--- config.mk ---
export PLATFORM = sky130hd
export DESIGN_NAME = cache_req_arbiter
export DESIGN_NICKNAME = d
export VERILOG_FILES = /design/src/rtl/cache_req_arbiter.sv
export SDC_FILE = /design/constraint.sdc
export NUM_CORES = 1
export LEC_CHECK = 0
export BUFFER_PORTS_ARGS = -buffer_cell sky130_fd_sc_hd__clkbuf_2
export CAP_MARGIN = 20
export CORE_MARGIN = 2
export CORE_UTILIZATION = 25
export CTS_CLUSTER_DIAMETER = 80
export DETAILED_ROUTE_END_ITERATION = 6
export GPL_ROUTABILITY_DRIVEN = 0
export GPL_TIMING_DRIVEN = 0
export MAX_ROUTING_LAYER = met4
export SKIP_CTS_REPAIR_TIMING = 1
export SYNTH_ARGS = -nofsm -noshare
export SYNTH_HDL_FRONTEND = slang
export SYNTH_SLANG_ARGS = --single-unit
--- constraint.sdc ---
create_clock -name clk_i -period 4.6 [get_ports clk_i]
set_input_delay 0.46 -clock clk_i [delete_from_list [all_inputs] [get_ports clk_i]]
set_output_delay 0.46 -clock clk_i [all_outputs]
set_load 0.05 [all_outputs]
--- src/rtl/cache_req_arbiter.sv ---
// cache_req_arbiter
// Front-end controller for the cache simulator model. Arbitrates between a
// data-side requester and an instruction-fetch requester with round-robin,
// issues one command at a time to the cache lookup port, waits for the
// hit/miss response (with a timeout) and keeps statistics counters.
//
// Ports
//   clk_i, rst_ni              clock, synchronous active-low reset
//   d_valid_i/d_cmd_i/d_addr_i data requester; d_ready_o accepts it
//   i_valid_i/i_addr_i         instruction fetch (cmd 2); i_ready_o accepts it
//   c_req_valid_o, c_cmd_o,
//   c_addr_o, c_src_o          one-cycle request to the cache (src 1 = ifetch)
//   c_resp_valid_i, c_hit_i    cache response strobe and hit flag
//   clr_stats_i                synchronous clear of all statistics
//   busy_o                     controller not idle
//   cache_read_o, cache_write_o, cache_hit_o, cache_miss_o, timeout_cnt_o
//                              saturating statistics counters
module cache_req_arbiter #(
    parameter int ADDR_W   = 32,
    parameter int CNT_W    = 32,
    parameter int MAX_WAIT = 15
) (
    input  logic              clk_i,
    input  logic              rst_ni,
    input  logic              d_valid_i,
    input  logic [2:0]        d_cmd_i,
    input  logic [ADDR_W-1:0] d_addr_i,
    output logic              d_ready_o,
    input  logic              i_valid_i,
    input  logic [ADDR_W-1:0] i_addr_i,
    output logic              i_ready_o,
    output logic              c_req_valid_o,
    output logic [2:0]        c_cmd_o,
    output logic [ADDR_W-1:0] c_addr_o,
    output logic              c_src_o,
    input  logic              c_resp_valid_i,
    input  logic              c_hit_i,
    input  logic              clr_stats_i,
    output logic              busy_o,
    output logic [CNT_W-1:0]  cache_read_o,
    output logic [CNT_W-1:0]  cache_write_o,
    output logic [CNT_W-1:0]  cache_hit_o,
    output logic [CNT_W-1:0]  cache_miss_o,
    output logic [CNT_W-1:0]  timeout_cnt_o
);

    typedef enum logic [1:0] {
        S_IDLE  = 2'd0,
        S_ISSUE = 2'd1,
        S_WAIT  = 2'd2
    } state_t;

    localparam logic [7:0] LAST_WAIT = 8'(MAX_WAIT - 1);

    state_t            state_q;
    logic              last_grant_q;
    logic [7:0]        wait_cnt_q;
    logic              c_req_valid_q;
    logic [2:0]        c_cmd_q;
    logic [ADDR_W-1:0] c_addr_q;
    logic              c_src_q;

    logic [CNT_W-1:0] read_q, write_q, hit_q, miss_q, to_q;
    logic [CNT_W-1:0] read_d, write_d, hit_d, miss_d, to_d;

    logic       grant_d, grant_i, accept;
    logic [2:0] acc_cmd;
    logic       in_wait, resp, counted;
    logic       inc_read, inc_write, inc_hit, inc_miss, inc_to;

    function automatic logic [CNT_W-1:0] sat_inc(input logic [CNT_W-1:0] v);
        return (&v) ? v : v + CNT_W'(1);
    endfunction

    // Data wins unless the instruction side is also valid and data was
    // granted last; last_grant_q = 1 means instruction was granted last.
    assign grant_d   = d_valid_i && (!i_valid_i || last_grant_q);
    assign grant_i   = i_valid_i && !grant_d;
    assign d_ready_o = rst_ni && (state_q == S_IDLE) && grant_d;
    assign i_ready_o = rst_ni && (state_q == S_IDLE) && grant_i;
    assign accept    = d_ready_o || i_ready_o;
    assign acc_cmd   = grant_d ? d_cmd_i : 3'd2;

    assign in_wait   = (state_q == S_WAIT);
    assign resp      = in_wait && c_resp_valid_i;
    assign counted   = (c_cmd_q <= 3'd2);
    assign inc_read  = accept && ((acc_cmd == 3'd0) || (acc_cmd == 3'd2));
    assign inc_write = accept && (acc_cmd == 3'd1);
    assign inc_hit   = resp && counted && c_hit_i;
    assign inc_miss  = resp && counted && !c_hit_i;
    // A response on the final WAIT cycle takes priority over the timeout.
    assign inc_to    = in_wait && !c_resp_valid_i && (wait_cnt_q == LAST_WAIT);

    always_ff @(posedge clk_i) begin
        if (!rst_ni) begin
            state_q       <= S_IDLE;
            last_grant_q  <= 1'b1;
            wait_cnt_q    <= 8'd0;
            c_req_valid_q <= 1'b0;
            c_cmd_q       <= 3'd0;
            c_addr_q      <= '0;
            c_src_q       <= 1'b0;
        end else begin
            unique case (state_q)
                S_IDLE: begin
                    c_req_valid_q <= 1'b0;
                    if (accept) begin
                        c_cmd_q       <= acc_cmd;
                        c_addr_q      <= grant_d ? d_addr_i : i_addr_i;
                        c_src_q       <= !grant_d;
                        last_grant_q  <= !grant_d;
                        c_req_valid_q <= 1'b1;
                        state_q       <= S_ISSUE;
                    end
                end
                S_ISSUE: begin
                    c_req_valid_q <= 1'b0;
                    wait_cnt_q    <= 8'd0;
                    state_q       <= S_WAIT;
                end
                S_WAIT: begin
                    c_req_valid_q <= 1'b0;
                    if (resp || inc_to) begin
                        state_q <= S_IDLE;
                    end else begin
                        wait_cnt_q <= wait_cnt_q + 8'd1;
                    end
                end
                default: begin
                    c_req_valid_q <= 1'b0;
                    state_q       <= S_IDLE;
                end
            endcase
        end
    end

    // Clear has priority over any increment on the same edge.
    always_comb begin
        read_d  = inc_read  ? sat_inc(read_q)  : read_q;
        write_d = inc_write ? sat_inc(write_q) : write_q;
        hit_d   = inc_hit   ? sat_inc(hit_q)   : hit_q;
        miss_d  = inc_miss  ? sat_inc(miss_q)  : miss_q;
        to_d    = inc_to    ? sat_inc(to_q)    : to_q;
        if (clr_stats_i) begin
            read_d  = '0;
            write_d = '0;
            hit_d   = '0;
            miss_d  = '0;
            to_d    = '0;
        end
    end

    always_ff @(posedge clk_i) begin
        if (!rst_ni) begin
            read_q  <= '0;
            write_q <= '0;
            hit_q   <= '0;
            miss_q  <= '0;
            to_q    <= '0;
        end else begin
            read_q  <= read_d;
            write_q <= write_d;
            hit_q   <= hit_d;
            miss_q  <= miss_d;
            to_q    <= to_d;
        end
    end

    assign c_req_valid_o = c_req_valid_q;
    assign c_cmd_o       = c_cmd_q;
    assign c_addr_o      = c_addr_q;
    assign c_src_o       = c_src_q;
    assign busy_o        = (state_q != S_IDLE);
    assign cache_read_o  = read_q;
    assign cache_write_o = write_q;
    assign cache_hit_o   = hit_q;
    assign cache_miss_o  = miss_q;
    assign timeout_cnt_o = to_q;

endmodule

---- Word-level counts from Yosys, hierarchy flattened ----
Cells that the tools add are included.
cells by class
  add/subtract/negate cells ............... 6
  $lt $le $gt $ge ......................... 1
  eq/ne operators ......................... 8
  mux-type cells .......................... 8
  bitwise logic cells ..................... 6
  reductions and logical operators ........ 40
operators with widths
  cell                     count
  $add A32 B1 Y32 const B  5
  $reduce_and A32 Y1       5
  $mux W32                 1
  $reduce_and A2 Y1        9
  $pmux W8 S2              1
  $logic_and A1 B1 Y1      13
  $add A8 B1 Y8 const B    1
  $eq A8 B4 Y1 const B     1
  $mux W8                  1
  $not A1 Y1               6
  $pmux W2 S3              1
  $logic_not A1 Y1         4
  $logic_or A1 B1 Y1       4
  $mux W2                  2
  $ne A2 B2 Y1 const B     2
  $reduce_bool A2 Y1       2
  $eq A3 B1 Y1 const B     1
  $eq A3 B2 Y1 const B     1
  $le A3 B2 Y1 const B     1
  $logic_not A3 Y1         1
  $mux W3                  1
  $eq A2 B1 Y1 const B     1
  $eq A2 B2 Y1 const B     1
  $logic_not A2 Y1         1
  3 further kinds          3
word-level totals
  flip-flop bits (word level) ............. 208
  output and inout bits ................... 200
  word-level logic and storage cells ...... 81

---- Logic depth before layout (Yosys ltp) ----
  depth in word-level cells ............... 9
  mapped depth ............................ 8
  gate-level depth less buffers ........... 7

---- Worst setup path before layout ----
No wires, ideal clock.
  path type ............................... register to register
  from .................................... register hit_q[14], in the netlist cache_hit_o[14]
  to ...................................... register hit_q[0], in the netlist cache_hit_o[0]
  arrival time ............................ 2326 ps
  required time ........................... 4472 ps
  slack ................................... 2147 ps
  stages on the path, launching flop included .. 8
  path buffers ............................ 2
  path through ............................ dfxtp_1 nand4_1 or4_1 o31ai_2 buf_4 buf_6 xor2_1 nor2_1
between the ends
  longest elaborated chain between the ends .. 3
ends and longest elaborated chain
  item                                line  source
  start: declaration                  63    logic [CNT_W-1:0] read_q, write_q, hit_q, miss_q, to_q;
  start signal: assignment            163   hit_q <= hit_d;
  $reduce_and A32 Y1                  72    return (&v) ? v : v + CNT_W'(1);
  $not A1 Y1 (no source line)         n/a
  $reduce_and A2 Y1 (no source line)  n/a
Every way passes these cells.
A chain may end at the register's enable or synchronous reset.

---- Final worst setup path ----
  from .................................... register miss_q[16], in the netlist cache_miss_o[16]
  to ...................................... register miss_q[4], in the netlist cache_miss_o[4]
between the ends
  longest elaborated chain between the ends .. 3
ends and longest elaborated chain
  item                                line  source
  start: declaration                  63
  start signal: assignment            164   miss_q <= miss_d;
  $reduce_and A32 Y1                  72
  $not A1 Y1 (no source line)         n/a
  $reduce_and A2 Y1 (no source line)  n/a
Every way passes these cells.

==> impl_results.md <==
- Status: finished clean
- Max rail drop VDD: 0.213 mV
- Largest net degree at the start of global routing: 14
- DRT iter0 DRCs: 865
- RR Startpoint: cache_miss_o[16]
- Family with the most delay on the worst path: simple AND/OR/NAND/NOR gates
- CTS max path bufs: 3
- Most frequent cells after synthesis: dfxtp_1, nand3_1, nand2_1
- Worst Hold Class: input pin to flop
- Post-synthesis cell area: 10400 um^2
- Required time worst endpoint: 5.06 ns
- Share of cells above drive strength 1: between 20% and 30%
- Die area: approximately 43000 um^2
- Clk_lat worst skew: 0.55 ns
- Count leader, synth: dfxtp_1
- Worst Path Buf+Inv: 2
- Startpoint types: flop
- Fin area: 13400 um^2
- Setup Slack @ Placement: 1.38 ns
- Part of the Yosys area used for sequential elements: between 30% and 40%
- CTS tree: done
- WL final: 36000 um
- Asr flop ratio synth: 0%
- Clock transition at path regs: around 0.060 ns
- Initial antenna violation count: 0
- Antenna fix cells: 0
- Max-slew headroom: about a third
- Post-layout min period: 2.58 ns
- All-Layer GR Usage: around 16%
- Setup TNS: 0 ns
- # rows: 74
- Vias/cell: 5.29
- Setup violators final: 0
- Clk root buf: clkbuf_16
- F_max: 387 MHz
- Crit end category: flop
- H-Tree Depth: 1
- Final total power: 4490 uW
- IO buf count: roughly 270
- I/O pin count: between 200 and 300
- Pleak: slightly above 0.005 uW
- Max-Cap Viols: 0
- Worst EP arrival: 3.05 ns
- Final HPWL DP: roughly 27000 um
- CP Launch Point: cache_miss_o[16]
- Top FF cell, synth: dfxtp_1
- Slowest-stage cell, CP: nor4_2
- DRT Pass-1 Iters: 5
- Placed inst area: 12500 um^2
- Drt drc: 0
- Most frequent CP cell: buf_2
- Synth cell types: 64
- ANT nets after route: 0
- Drt wl/cell: 17.0 um
- Worst-path fanout max: 10
- Mapped Avg Cell Area: approximately 8.3 um^2
- Grt ovf: 0
- Worst reg-to-reg setup slack: 2.02 ns
- CP peak stage delay: 0.57 ns
- Synth warn: 0
- Power Dens Cells: between 300 and 400 nW/um^2
- CORE AREA: 41000 um^2
- RSZ-0062 raised after global routing: false
- Die H: 208 um
- Vias in the first global route: 10600
- Share of the synthesized area in the top cell type: 39.9%
- CTS sink cnt: 208
- Post-Synthesis Cells: 1264
- Most area-consuming cells after synthesis: dfxtp_1, nand3_1, a21oi_1, nand2_1, or3_1
- Fin. Hold Viols: 0
- First-pass GRT wire length: 57000 um
- Starting Density: 25.5%
- Area leader, netlist: dfxtp_1
- Final setup margin: 2.02 ns
- Worst Max-Slew Pin Slew: 0.975 ns
- Num CTS Buffers: 27
- Layout Nets: about 1600
- Final worst-path cycle share: 56.2%
- Clock Skews: 0.0193 ns
- Max-slew violation count: 0
- Cells along the critical path: and4_1 -> nand4_1 -> nor4_2 -> buf_2 -> buf_2 -> o31ai_1 -> a21oi_1
- Mapped Nets: between 1000 and 1500
- Post-synth EDFFs: 0
- Hold Slack: 0.209 ns
- Hold Crit Start: d_cmd_i[1]
- Layout area overhead: 28.3%
- Crit Path Category: flop to flop
- Die Wd: 208 um
- Via count: 11200
- Synthesized flop and latch total: 208
kinds of logic after synthesis:
group                    Yosys count  synth area share (%)
AO/OA/AOI/OAI                    315                  19.4
buffers and inverters             96                  3.77
AND/OR/NAND/NOR                  599                  32.7
flip-flops                       208                  39.9
adder cells (fa/ha/maj)            7                 0.839
multiplexers                      14                  1.34
XOR/XNOR                          25                  2.10
worst paths after layout:
kind                                         to  depth (start not counted)
worst min-delay path                 c_cmd_o[1]                          2
worst min register to register     c_addr_o[22]                          1
worst max-delay path            cache_miss_o[4]                          7
worst max register to register  cache_miss_o[4]                          7
layout by cell type (no fill, tap or decap), types with 28 or more instances in the layout:
cell and instances:
o211a_1 32, nand4_1 50, dfxtp_1 208, nand3_1 129, clkbuf_2 272, o31ai_1 45, nor2_1 48, clkbuf_1 50
inv_1 28, nand2_1 118, or4_1 54, o21ai_0 72, a21oi_1 113, or3_1 68
metal layers:
metal | wire length [um] | GRT usage [%] | vias up
met4 | 935 | 4.74 | 0
met5 | 0 | - | -
met2 | 17100 | 27.3 | 395
li1 | - | - | 5422
met3 | 2460 | 3.52 | 58
met1 | 15500 | 20.0 | 5307
registers in the layout, summed over array words and instances, names as in the netlist:
signal and cells:
c_addr_o 32, cache_write_o 32, cache_hit_o 32, c_src_o 1, c_req_valid_o 1, timeout_cnt_o 32, state_q 2, c_cmd_o 3
cache_read_o 32, wait_cnt_q 8, cache_miss_o 32, last_grant_q 1
area by class of cell:
class,instances,area (um^2)
well taps,532,666
clock buffers,35,766
repair buffers,271,1360
multi-input cells,960,5880
plain buffers,68,289
clock inverters,13,171
flip-flops and latches,208,4160
inverters,28,105
fillers,4362,27600
where the power goes:
group          switching (uW)  internal (uW)  leakage [uW]
Clock                     855           1390      0.000467
Sequential               27.7           1840       0.00168
Combinational             281            103       0.00289
Total                    1160           3330       0.00504
per-stage QoR:
stage,std cells,util [%]
finish,2115,32.7
global route,2115,32.7
CTS,2115,32.7
detailed placement,2067,30.4
global placement,2067,30.4
floorplan,1264,-
(Power assumes the default switching activity.)
